<file path="src/rtl/gpio_bank.sv">
`default_nettype none
// ============================================================================
// Module      : gpio_bank
// Description : Multi-port GPIO peripheral. Each of PORTS ports has an output
//               register, a synchronised input, sticky change flags (EDGE,
//               write-1-to-clear) and an interrupt mask, all reached through a
//               word-addressed register interface. irq is the registered OR of
//               EDGE & MASK over every port.
// Revision    : 1.0 - initial release
// ============================================================================
module gpio_bank #(
    parameter int WIDTH       = 8,
    parameter int PORTS       = 2,
    parameter int SYNC_STAGES = 2,
    parameter int ADDR_W      = 4
) (
    input  logic                     clk,
    input  logic                     reset,
    input  logic                     wr_en,
    input  logic                     rd_en,
    input  logic [ADDR_W-1:0]        addr,
    input  logic [31:0]              wdata,
    output logic [31:0]              rdata,
    output logic                     rvalid,
    input  logic [PORTS*WIDTH-1:0]   gpio_i,
    output logic [PORTS*WIDTH-1:0]   gpio_o,
    output logic                     irq
);

    localparam int         c_pw        = PORTS * WIDTH;
    localparam int         c_iw        = ADDR_W - 2;
    // Detection stays off until the sync chain has filled and PREV holds a
    // real sample, so the reset-to-input transition never raises a flag.
    localparam logic [2:0] c_arm_limit = 3'(SYNC_STAGES + 1);

    localparam logic [1:0] c_reg_out  = 2'd0;
    localparam logic [1:0] c_reg_in   = 2'd1;
    localparam logic [1:0] c_reg_edge = 2'd2;
    localparam logic [1:0] c_reg_mask = 2'd3;

    // Registered state
    logic [c_pw-1:0] out_q,       out_d;
    logic [c_pw-1:0] mask_q,      mask_d;
    logic [c_pw-1:0] edge_flag_q, edge_flag_d;
    logic [c_pw-1:0] prev_q,      prev_d;
    logic [c_pw-1:0] sync_q [SYNC_STAGES];
    logic [c_pw-1:0] sync_d [SYNC_STAGES];
    logic [2:0]      arm_q,       arm_d;
    logic            irq_q,       irq_d;
    logic [31:0]     rdata_q,     rdata_d;
    logic            rvalid_q,    rvalid_d;

    // Combinational helpers
    logic [c_iw-1:0]  w_idx;
    logic [1:0]       w_reg;
    logic [PORTS-1:0] w_sel;
    logic [c_pw-1:0]  w_in;
    logic [c_pw-1:0]  w_set;
    logic [c_pw-1:0]  w_clr;
    logic             w_armed;
    logic [WIDTH-1:0] w_rd_val;

    assign w_idx   = addr[ADDR_W-1:2];
    assign w_reg   = addr[1:0];
    assign w_in    = sync_q[SYNC_STAGES-1];
    assign w_armed = (arm_q == c_arm_limit);

    // Port select: an index at or beyond PORTS matches no port at all.
    generate
        for (genvar p = 0; p < PORTS; p++) begin : g_port
            localparam logic [c_iw-1:0] c_idx = c_iw'(p);
            assign w_sel[p] = (w_idx == c_idx);
        end
    endgenerate

    // Only the low WIDTH bits of the write bus carry data.
    generate
        if (WIDTH < 32) begin : g_wdata_unused
            logic w_unused_wdata;
            assign w_unused_wdata = ^wdata[31:WIDTH];
        end
    endgenerate

    // Input synchroniser chain and previous-sample register
    always_comb begin
        sync_d[0] = gpio_i;
        for (int s = 1; s < SYNC_STAGES; s++) begin
            sync_d[s] = sync_q[s-1];
        end
        prev_d = w_in;
    end

    // Arm counter saturates at c_arm_limit and stays there until reset
    always_comb begin
        arm_d = (arm_q == c_arm_limit) ? arm_q : arm_q + 3'd1;
    end

    // Register write decode: OUT and MASK load, EDGE collects clear bits
    always_comb begin
        out_d  = out_q;
        mask_d = mask_q;
        w_clr  = '0;
        if (wr_en) begin
            for (int p = 0; p < PORTS; p++) begin
                if (w_sel[p]) begin
                    case (w_reg)
                        c_reg_out:  out_d[p*WIDTH +: WIDTH]  = wdata[WIDTH-1:0];
                        c_reg_edge: w_clr[p*WIDTH +: WIDTH]  = wdata[WIDTH-1:0];
                        c_reg_mask: mask_d[p*WIDTH +: WIDTH] = wdata[WIDTH-1:0];
                        default:    ;
                    endcase
                end
            end
        end
    end

    // Sticky change flags; a new change outranks a simultaneous clear
    always_comb begin
        w_set       = w_armed ? (w_in ^ prev_q) : '0;
        edge_flag_d = (edge_flag_q & ~w_clr) | w_set;
        irq_d       = |(edge_flag_q & mask_q);
    end

    // Read mux works on pre-write state so a same-cycle write is not seen
    always_comb begin
        w_rd_val = '0;
        for (int p = 0; p < PORTS; p++) begin
            if (w_sel[p]) begin
                case (w_reg)
                    c_reg_out:  w_rd_val = out_q[p*WIDTH +: WIDTH];
                    c_reg_in:   w_rd_val = w_in[p*WIDTH +: WIDTH];
                    c_reg_edge: w_rd_val = edge_flag_q[p*WIDTH +: WIDTH];
                    default:    w_rd_val = mask_q[p*WIDTH +: WIDTH];
                endcase
            end
        end
        rdata_d  = rd_en ? 32'(w_rd_val) : rdata_q;
        rvalid_d = rd_en;
    end

    // State registers with synchronous active-low reset
    always_ff @(posedge clk) begin
        if (!reset) begin
            for (int s = 0; s < SYNC_STAGES; s++) begin
                sync_q[s] <= '0;
            end
            out_q       <= '0;
            mask_q      <= '0;
            edge_flag_q <= '0;
            prev_q      <= '0;
            arm_q       <= '0;
            irq_q       <= 1'b0;
            rdata_q     <= '0;
            rvalid_q    <= 1'b0;
        end else begin
            sync_q      <= sync_d;
            out_q       <= out_d;
            mask_q      <= mask_d;
            edge_flag_q <= edge_flag_d;
            prev_q      <= prev_d;
            arm_q       <= arm_d;
            irq_q       <= irq_d;
            rdata_q     <= rdata_d;
            rvalid_q    <= rvalid_d;
        end
    end

    assign gpio_o = out_q;
    assign irq    = irq_q;
    assign rdata  = rdata_q;
    assign rvalid = rvalid_q;

endmodule
`default_nettype wire
</file>
<file path="config.mk">
export PLATFORM = sky130hd
export DESIGN_NAME = gpio_bank
export DESIGN_NICKNAME = d
export VERILOG_FILES = /design/src/rtl/gpio_bank.sv
export SDC_FILE = /design/constraint.sdc
export NUM_CORES = 1
export LEC_CHECK = 0
export CORE_MARGIN = 3
export CORE_UTILIZATION = 35
export CTS_CLUSTER_SIZE = 10
export DETAILED_ROUTE_END_ITERATION = 16
export PLACE_DENSITY = 0.65
export SLEW_MARGIN = 0
export SYNTH_ARGS = -nofsm -noshare
export SYNTH_HDL_FRONTEND = slang
export SYNTH_SLANG_ARGS = --single-unit
</file>
<file path="constraint.sdc">
create_clock -name clk -period 1.5 [get_ports clk]
set_clock_uncertainty 0.05 [all_clocks]
set_input_delay 0.3 -clock clk [delete_from_list [all_inputs] [get_ports clk]]
set_output_delay 0.3 -clock clk [all_outputs]
set_load 0.005 [all_outputs]
</file>
# Word-level counts from Yosys, hierarchy flattened
# Index checks and enable logic that the tools add are counted.
[totals] regBits=109 in_bits=56 output_inout_bits=50 wordCells=39
[classes] addsub=1 n_eq_ne=5 muxes=9 bitwise=5 reduce_logical=7
[op_table] operator="one-hot mux 8 bit (3 select lines)" n=2
[op_table] operator="2-to-1 mux 8 bit" n=5
[op_table] operator="bitwise AND 16 bit" n=2
[op_table] operator="2-to-1 mux 16 bit" n=2
[op_table] operator="inverter 16 bit" n=1
[op_table] operator="OR 16 bit" n=1
[op_table] operator="OR reduction 16 bit" n=1
[op_table] operator="bitwise XOR 16 bit" n=1
[op_table] operator="AND reduction 3 bit" n=4
[op_table] operator="== test 2 x 1 -> 1 bit (second input constant)" n=2
[op_table] operator="== test 2 bit (second input constant)" n=2
[op_table] operator="zero test 2 bit" n=2
[op_table] operator="adder 3 x 1 -> 3 bit (second input constant)" n=1
[op_table] operator="== test 3 x 2 -> 1 bit (second input constant)" n=1

# Longest topological paths before layout
# Gate-level depths: netlist of the first run.
[depth] word_depth=7 depth_mapped=6 depth_no_buf=5

# Worst setup path before layout of the first run
# OpenSTA, ideal clock, no wires.
[synth_path] path_type="input to register" startpoint="in addr[1]" endpoint="reg rdata_q[0], in the netlist rdata[0]" setup_time_ps=70 arrival_ps=1236 required_time_ps=1380 slack_ps=144 cell_stages=6 path_buffers=2 cell_sequence="buf_6 > or3_1 > buf_6 > o22ai_1 > nor2_1 > a21oi_1"
[synth_via] elab_chain_len=4 word_cells_on_any_way=7 cone_classes="eq/ne (2); mux (4); reduce/logical (1)"
[synth_lines] element="from (decl)" line="21" rtl="input logic [ADDR_W-1:0] addr,"
[synth_lines] element="== test 2 bit (tied with other cells)" line="129" rtl="case (w_reg)"
[synth_lines] element="one-hot mux 8 bit (3 select lines)" line="129"
[synth_lines] element="2-to-1 mux 8 bit" line="128" rtl="if (w_sel[p]) begin"
[synth_lines] element="2-to-1 mux 8 bit (*)" line="128"
[synth_lines] element="to (signal assigned)" line="163" rtl="rdata_q <= rdata_d;"
[synth_lines] element="to (decl)" line="50" rtl="logic [31:0] rdata_q, rdata_d;"
# Mark *: on every way between the ends. The rest lies on a longest branch, timed or not.
# A chain may end at the register's enable or synchronous reset.

# Worst setup path after layout of the first run
[layout_path] startpoint="in wr_en" endpoint="reg mask_q[9]"
[layout_via] elab_chain_len=1
[layout_lines] element="from (decl)" line="19" rtl="input logic wr_en,"
[layout_lines] element="AND reduction 3 bit (no line)"
[layout_lines] element="to (signal assigned)" line="158" rtl="mask_q <= mask_d;"
[layout_lines] element="to (decl)" line="43" rtl="logic [c_pw-1:0] mask_q, mask_d;"
# No other way between the ends.

==> impl_metrics.py, run 1 <==
metrics = {
    "run_status": {
        "status": "complete, no violations",
    },
    "floorplanning": {
        "dieArea_um2": 14400,
        "die_x_um": 120,
        "die_h_um": 120,
        "coreArea_um2": 12400,
        "initial_core_util_pct": 36.7,
        "fp-row-count": 40,
        "io_pins": 106,
    },
    "clock_tree": {
        "cts.sinks": 109,
        "cts_root_buf": "clkbuf_16",
        "clk_path_buf_depth": 2,
        "htreeDepth": 3,
        "cts_buffers": 9,
        "cts_tree": "done",
        "clkLatencyLatePin_ns": 0.35,
        "clk_pin_slew_ns": 0.08,
    },
    "critical_path": {
        "r2r_slack_ns": 0.17,
        "end_kind": "flop",
        "rr_worst_depth": 5,
        "cp-start-kind": "input pin",
        "r2r_end": "edge_flag_q[15]",
        "required_ns": 1.69,
        "critPathMaxFanout": 8,
        "worstPathArrival_ns": 1.67,
        "crit_start": "wr_en",
        "reg2reg_from": "arm_q[0]",
        "path_class": "in -> reg",
    },
    "timing": {
        "setup_ws_ns": 0.0191,
        "slew_violations": 0,
        "setup_viol": 0,
        "hold_viol_final": 0,
        "fmax_mhz": 675,
        "min_period_ns": 1.48,
        "finalCritPeriodShare_pct": 98.7,
        "holdWs_ns": 0.383,
    },
    "logic_synthesis": {
        "synth_top_area_share_pct": 48.1,
        "avgSynthCellArea_um2": 9.87,
        "synth_area_um2": 4540,
        "synth.top_cells.by_area": "dfxtp_1 48%, mux2i_1 13%, and2_1 7.0%",
        "ys_seq_area_share_pct": 48.1,
        "yosysUniqueCellTypes": 33,
        "yosysWarningCount": 0,
        "synthesis.instances": 460,
        "synth_top_cell_by_area": "dfxtp_1",
        "synth_seq_cells": 109,
    },
    "power_and_ir_drop": {
        "p_leak_uw": 0.00247,
        "power_density_nw_per_um2": 1050,
        "ir_drop_mv": 0.610,
    },
    "global_route": {
        "grt_pass1_wl_um": 17000,
        "grt_usage_pct": 15.0,
        "first_global_vias": 3292,
        "overflow": 0,
        "antenna_found_initial": 0,
        "grt_start_max_net_pins": 73,
    },
    "placed_design": {
        "dp_slack_ns": -0.423,
        "dpl_cell_area_um2": 5380,
        "gp_congestion": 0.877,
        "numPortBuffers": 57,
        "dp_hpwl_um": 7730,
    },
    "cells_and_area": {
        "final_cell_area_um2": 5740,
        "regArea_um2": 2200,
        "syn2layout_area_growth_pct": 26.5,
        "multi_input_area_um2": 2110,
        "layout_commonest_cell": "dfxtp_1",
        "diodes": 0,
        "drive_above_1_share_pct": 13.6,
        "fin_nets": 591,
        "fill_cells": 1186,
        "mostFrequentLayoutCells": "92 x dfxtp_1, 57 x mux2i_1, 51 x and2_1",
    },
    "drt": {
        "vias_per_cell": 4.73,
        "vias": 3336,
        "drt_iter0_markers": 184,
        "ant_nets": 0,
        "routed_wl_um": 10600,
        "avgRoutedWirePerCell_um": 15.0,
        "dr.pass1.iters": 4,
        "drc_errors": 0,
    },
    "worst_hold_path": {
        "hold_depth": 1,
        "hp-class": "reg -> reg",
        "hold_start": "sync_d[8]",
        "worstHoldEndpoint": "prev_d[8]",
    },
    "run": {
        "maxCapViolations": 0,
    },
}
[per-layer routing]
metal | vias up | wire [µm] | GRT usage [%]
li1 | 1649 | - | -
met1 | 1569 | 4820 | 19.5
met2 | 104 | 4990 | 24.7
met3 | 14 | 591 | 3.63
met4 | 0 | 161 | 4.58
met5 | - | 0 | 0
[sequential cells by signal, indices dropped and copies added (netlist names)]
name and flops:
edge_flag_q 16, gpio_o 16, mask_q 16, prev_d 16
prev_q 16, sync_d 16, rdata 8, arm_q 3
irq 1, rvalid 1
[final cells by class]
type	count	area share [%]
flip-flops and latches	109	38.4
repair buffers	89	15.1
clock inverters	7	1.50
well taps	168	3.66
multi-input cells	315	36.8
clock buffers	9	3.92
inverters	9	0.588
[cells in the mapped netlist]
| library cell | instances |
|---|---|
| and3_1 | 1 |
| nand2_1 | 27 |
| o21ai_0 | 9 |
| nand3b_1 | 1 |
| and2_1 | 51 |
| ha_1 | 2 |
| and3b_1 | 1 |
| a22oi_1 | 4 |
| buf_6 | 2 |
| conb_1 | 1 |
| a22o_1 | 2 |
| buf_4 | 27 |
| mux2i_1 | 57 |
| o22ai_1 | 16 |
| and4_1 | 1 |
| o21ai_1 | 16 |
| nor2b_1 | 26 |
| nand3_2 | 1 |
| or3b_1 | 2 |
| a221oi_1 | 2 |
| or3_1 | 1 |
| a21oi_1 | 8 |
| o21a_1 | 1 |
| dfxtp_1 | 109 |
| nor2_4 | 1 |
| nor2_1 | 9 |
| inv_1 | 9 |
| nand3_1 | 11 |
| xor2_1 | 16 |
| xnor2_1 | 1 |
| clkbuf_1 | 17 |
| a21boi_1 | 24 |
| buf_2 | 4 |
[worst max-delay path by stage]
stage                       endpoint  slack [ns]  cells after the start
after floorplan             rdata[0]        0.14                      6
after global placement      rdata[5]       -0.39                      5
after detailed placement    rdata[4]       -0.42                      5
after CTS                   rdata[5]       0.001                      5
after global routing      mask_q[15]      -0.002                      6
final                      mask_q[9]        0.02                      6
[power by group]
part           total, µW  switching [µW]  internal (µW)
clock network       2400            1190           1210
logic                559             266            293
registers           3060            62.0           3000
total               6020            1520           4490
[kinds of logic (layout without fill, tap and decap cells)]
| kind of cell | after synthesis | count (layout) | synth area share, % |
|---|---|---|---|
| other | 1 | 24 | 0.0826 |
| AO/OA/AOI/OAI | 82 | 82 | 11.4 |
| adder cells (fa/ha/maj) | 2 | 2 | 0.551 |
| flip-flops | 109 | 109 | 48.1 |
| buffers and inverters | 59 | 114 | 7.55 |
| AND/OR/NAND/NOR | 133 | 133 | 16.5 |
| multiplexers | 57 | 57 | 12.6 |
| XOR/XNOR | 17 | 17 | 3.28 |
[through the flow]
step / utilization [%] / TNS (ns) / std cells / total power, µW
6_report: 46.4 / 0 / 706 / 6020
3_3_place_gp: 43.5 / -13.78 / 683 / 3670
2_1_floorplan: - / 0 / 483 / 3460
5_1_grt: 46.4 / -0.00287 / 706 / 6270
3_5_place_dp: 43.5 / -16.05 / 683 / 3690
4_1_cts: 46.3 / 0 / 705 / 6080
[timing repair]
item                       CTS  global route
gates resized for setup     48             2
hold buffers                 0             0
setup endpoints to repair   35            34
setup buffers                6             1
pin swaps                    0             1
[critical path, cell delays in order]
cell and delay, ns:
clkdlybuf4s50_1 0.48, and3b_1 0.23, and3_1 0.23, buf_12 0.15, mux2i_1 0.20, nor2b_1 0.07
No activity file was read; power rests on OpenSTA's default activity.
==> run 2, diff against run 1 <==
--- a/config.mk
+++ b/config.mk
@@ -7,8 +7,8 @@
 export LEC_CHECK = 0
 export CORE_MARGIN = 3
-export CORE_UTILIZATION = 35
+export CORE_UTILIZATION = 25
 export CTS_CLUSTER_SIZE = 10
 export DETAILED_ROUTE_END_ITERATION = 16
-export PLACE_DENSITY = 0.65
+export PLACE_DENSITY = 0.52
 export SLEW_MARGIN = 0
 export SYNTH_ARGS = -nofsm -noshare
==> constraint.sdc (replaced) <==
create_clock -name clk -period 1.5 [get_ports clk]
set_clock_uncertainty 0.05 [all_clocks]
set_input_delay 0.15 -clock clk [delete_from_list [all_inputs] [get_ports clk]]
set_output_delay 0.15 -clock clk [all_outputs]
set_load 0.005 [all_outputs]
==> impl_metrics.py, run 2 (same netlist as run 1, synthesis figures left out) <==
metrics = {
    "critical_path": {
        "r2r_slack_ns": 0.16,
        "r2r_end": "edge_flag_q[7]",
        "required_ns": 1.30,
        "path_class": "reg -> out",
        "rr_worst_depth": 5,
        "path_delay_family": "buffers and inverters",
        "worstPathArrival_ns": 1.26,
        "critPathMaxFanout": 3,
        "crit_buf_inv": 1,
        "cp-start-kind": "flop",
        "reg2reg_from": "arm_q[0]",
        "max_stage_delay_ns": 0.52,
        "crit_chain": "clkdlybuf4s50_1",
        "cpMaxStageDelayCell": "clkdlybuf4s50_1",
        "end_kind": "output pin",
    },
    "cells_and_area": {
        "final_cell_area_um2": 5750,
        "mostFrequentLayoutCells": "104 x dfxtp_1, 57 x mux2i_1, 53 x clkdlybuf4s50_1",
        "fin_util_pct": 32.8,
        "multi_input_area_um2": 2110,
        "drive_above_1_share_pct": 9.45,
        "fin_nets": 582,
        "regArea_um2": 2190,
        "fill_cells": 1809,
        "syn2layout_area_growth_pct": 26.7,
        "layout_commonest_cell": "dfxtp_1",
        "diodes": 0,
    },
    "timing": {
        "rsz0062_at_grt": "no",
        "setup_ws_ns": 0.0389,
        "min_period_ns": 1.46,
        "slew_violations": 0,
        "fmax_mhz": 684,
        "finalCritPeriodShare_pct": 97.4,
        "slew_headroom_pct": 65.9,
        "setup_viol": 0,
        "worst_pin_slew_ns": 0.509,
        "hold_viol_final": 0,
    },
    "clock_tree": {
        "clk_pin_slew_ns": 0.08,
        "cts.sinks": 109,
        "cts_buffers": 9,
        "cts_tree": "done",
        "ctsHoldBuffers": 0,
        "clkLatencyLatePin_ns": 0.36,
        "clk_path_buf_depth": 2,
        "cts_root_buf": "clkbuf_16",
        "cts_setup_buffers": 0,
        "htreeDepth": 3,
    },
    "worst_hold_path": {
        "hold_depth": 3,
        "worstHoldEndpoint": "gpio_o[8]",
        "hold_start": "reset",
        "hp-class": "in -> reg",
    },
    "global_route": {
        "grt_start_max_net_pins": 76,
        "first_global_vias": 3309,
        "grt_pass1_wl_um": 18400,
        "antenna_found_initial": 0,
        "grt_usage_pct": 12.2,
        "overflow": 0,
    },
    "power_and_ir_drop": {
        "ir_drop_mv": 0.623,
        "power_density_nw_per_um2": 1040,
        "p_leak_uw": 0.00231,
        "fin_total_pwr_uw": 5980,
    },
    "floorplanning": {
        "dieArea_um2": 19800,
        "coreArea_um2": 17500,
        "io_pins": 106,
        "fp-row-count": 48,
        "die_x_um": 141,
        "die_h_um": 141,
        "initial_core_util_pct": 25.9,
    },
    "drt": {
        "avgRoutedWirePerCell_um": 15.9,
        "vias": 3278,
        "ant_nets": 0,
        "drc_errors": 0,
        "drt_iter0_markers": 253,
        "routed_wl_um": 12000,
        "vias_per_cell": 4.35,
        "dr.pass1.iters": 7,
    },
    "placed_design": {
        "dp_slack_ns": -0.329,
        "gp_congestion": 0.878,
        "numPortBuffers": 57,
        "dp_hpwl_um": 8930,
        "dpl_cell_area_um2": 5440,
    },
    "run_status": {
        "status": "complete, no violations",
    },
    "run": {
        "maxCapViolations": 0,
    },
}
[run 2: cell count changes in the layout (fill, tap and decap cells not counted), moves of 2 or more]
cell,before,now
dlygate4sd2_1,28,0
buf_4,24,14
clkdlybuf4s50_1,26,53
clkinv_8,2,0
dfxtp_2,17,5
dfxtp_1,92,104
[run 2: what timing repair did]
| item | CTS | global route |
|---|---|---|
| gates cloned | 0 | 0 |
| endpoints found under the setup margin | 1 | 19 |
| gates resized for setup | 1 | 9 |
[run 2: where the power goes]
group,total [µW],switching [µW],internal (µW)
logic,589,278,311
registers,3060,66.8,3000
clock network,2320,1130,1200
[run 2: area by class of cell]
type,count,share of cell area (%)
Timing Repair Buffer,80,14.8
Clock inverter,5,0.740
Tap cell,225,4.90
Sequential cell,109,38.1
Multi-Input combinational cell,315,36.7
Clock buffer,11,4.22
Inverter,9,0.587
[run 2: worst max path at each step]
stage / startpoint / end / slack (ns) / cells after the start
floorplan: arm_q[0] / arm_q[2] / 0.16 / 5
CTS: gpio_o[3] / gpio_o[3] / 0.01 / 1
global placement: addr[1] / rdata[6] / -0.30 / 5
finish: gpio_o[15] / gpio_o[15] / 0.04 / 1
detailed placement: addr[1] / rdata[6] / -0.33 / 5
global route: gpio_o[14] / gpio_o[14] / 0.0005 / 1
[run 2: through the flow]
step | std cells | hold WS (ns) | TNS [ns]
2_1_floorplan | 483 | 0.227 | 0
3_3_place_gp | 738 | 0.367 | -9.57
6_report | 754 | 0.250 | 0
3_5_place_dp | 738 | 0.371 | -11.11
5_1_grt | 754 | 0.264 | 0
4_1_cts | 754 | 0.253 | 0
[run 2: tightest hold or removal path: stages]
cell and delay, ns:
buf_2 0.12, buf_12 0.19, a21boi_1 0.15
[run 2: routing by layer]
layer | GRT usage, % | share of wire (%)
met1 | 15.6 | 47
met2 | 19.3 | 45
met3 | 3.73 | 4.7
met4 | 4.49 | 3.1
met5 | 0 | 0
==> run 3, diff against run 2 <==
==> constraint.sdc (replaced) <==
create_clock -name clk -period 1.5 [get_ports clk]
set_clock_uncertainty 0.05 [all_clocks]
set_input_delay 0.15 -clock clk [delete_from_list [all_inputs] [get_ports clk]]
set_output_delay 0.15 -clock clk [all_outputs]
set_load 0.01 [all_outputs]
==> impl_metrics.py, run 3 (same netlist as run 1, synthesis figures left out) <==
metrics = {
    "placed_design": {
        "dp_hpwl_um": 8930,
        "dp.cells": 738,
        "gp_congestion": 0.878,
        "numPortBuffers": 57,
    },
    "drt": {
        "vias_per_cell": 4.34,
        "routed_wl_um": 11900,
        "avgRoutedWirePerCell_um": 15.8,
        "ant_nets": 0,
        "dr.pass1.iters": 4,
        "vias": 3270,
        "drc_errors": 0,
        "drt_iter0_markers": 245,
    },
    "clock_tree": {
        "ctsHoldBuffers": 0,
        "cts_root_buf": "clkbuf_16",
        "clkLatencyLatePin_ns": 0.36,
        "htreeDepth": 3,
        "clk_pin_slew_ns": 0.07,
        "cts_tree": "done",
        "cts.sinks": 109,
        "cts_resized": 13,
        "cts_buffers": 9,
        "clk_path_buf_depth": 2,
        "cts_setup_buffers": 0,
    },
    "cells_and_area": {
        "drive_above_1_share_pct": 8.51,
        "stdcell_count": 754,
        "layout_commonest_cell": "dfxtp_1",
        "diodes": 0,
        "fin_nets": 582,
        "mostFrequentLayoutCells": "109 x dfxtp_1, 57 x mux2i_1, 51 x and2_1",
        "syn2layout_area_growth_pct": 26.5,
        "fill_cells": 1810,
    },
    "critical_path": {
        "r2r_slack_ns": 0.17,
        "max_stage_delay_ns": 0.55,
        "path_class": "reg -> out",
        "required_ns": 1.30,
        "worstPathArrival_ns": 1.26,
        "reg2reg_from": "arm_q[0]",
        "crit_buf_inv": 1,
        "rr_worst_depth": 5,
        "path_delay_family": "buffers and inverters",
        "crit_chain": "clkdlybuf4s50_1",
        "end_kind": "output pin",
        "cpMaxStageDelayCell": "clkdlybuf4s50_1",
        "critPathMaxFanout": 2,
        "r2r_end": "edge_flag_q[5]",
        "cp-start-kind": "flop",
    },
    "timing": {
        "fmax_mhz": 683,
        "finalCritPeriodShare_pct": 97.5,
        "rsz0062_at_grt": "no",
        "min_period_ns": 1.46,
        "slew_headroom_pct": 66.0,
        "setup_viol": 0,
        "slew_violations": 0,
        "hold_viol_final": 0,
        "worst_pin_slew_ns": 0.509,
        "timing.setup.tns_ns": 0,
    },
    "power_and_ir_drop": {
        "ir_drop_mv": 0.626,
        "power_density_nw_per_um2": 1040,
        "p_leak_uw": 0.00247,
    },
    "global_route": {
        "first_global_vias": 3309,
        "antenna_found_initial": 0,
        "grt_pass1_wl_um": 18400,
        "grt_usage_pct": 12.2,
        "overflow": 0,
        "grt_start_max_net_pins": 76,
    },
    "run": {
        "maxCapViolations": 0,
    },
    "run_status": {
        "status": "complete, no violations",
    },
    "worst_hold_path": {
        "worstHoldEndpoint": "sync_d[11]",
        "hold_depth": 3,
        "hp-class": "in -> reg",
        "hold_start": "reset",
    },
    "floorplanning": {
        "initial_core_util_pct": 25.9,
        "die_x_um": 141,
        "die_h_um": 141,
        "fp-row-count": 48,
        "coreArea_um2": 17500,
        "io_pins": 106,
        "dieArea_um2": 19800,
    },
}
run 3: cell count changes in the layout (fill, tap and decap cells not counted), sizes merged:
cell and change:
clkdlybuf4s50 -19, dlygate4sd2 +13, dlymetal6s2s +6
run 3: area by class of cell:
| type | instances | area, µm² | share of cell area (%) |
|---|---|---|---|
| clock buffers | 11 | 243 | 4.23 |
| clock inverters | 5 | 42.5 | 0.741 |
| inverters | 9 | 33.8 | 0.588 |
| multi-input cells | 315 | 2110 | 36.8 |
| flip-flops and latches | 109 | 2180 | 38.0 |
| well taps | 225 | 282 | 4.90 |
| repair buffers | 80 | 850 | 14.8 |
run 3: worst reg2reg max path, cell delays in order, from the launching register on:
cell	delay [ns]
dfxtp_1	0.36
ha_1	0.16
ha_2	0.29
buf_12	0.17
nand2_1	0.10
a21boi_1	0.14
run 3: report_power, final:
group	internal, µW	total, µW	switching, µW	leakage, µW
logic	305	601	296	0.00144
clock network	1190	2320	1130	0.000142
registers	3000	3060	65.8	0.000889
run 3: how the worst max path moves through the flow:
stage               depth (start not counted)  startpoint  slack, ns   endpoint
floorplan                                   5    arm_q[0]       0.16   arm_q[2]
global placement                            5     addr[1]      -0.30   rdata[6]
detailed placement                          5     addr[1]      -0.33   rdata[6]
CTS                                         1   gpio_o[1]      0.002  gpio_o[1]
global route                                1    rdata[3]      0.006   rdata[3]
finish                                      1    rdata[3]       0.04   rdata[3]
run 3: metrics by stage:
stage          setup slack (ns)  hold WS [ns]  power [µW]  cell area (µm²)  utilization, %
6_report                 0.0369         0.253        5980             5740            32.7
5_1_grt                 0.00581         0.264        6250             5740            32.7
4_1_cts                 0.00220         0.253        6070             5710            32.6
3_5_place_dp             -0.329         0.371        3740             5440            31.0
3_3_place_gp             -0.295         0.367        3720             5440            31.0
2_1_floorplan             0.164         0.227        3480             4630               -
run 3: metal layers:
layer,GRT usage (%),vias up,wire (µm)
met5,0,-,0
met4,4.49,0,346
met3,3.73,23,598
met2,19.3,93,5420
met1,15.7,1515,5540
li1,-,1639,-
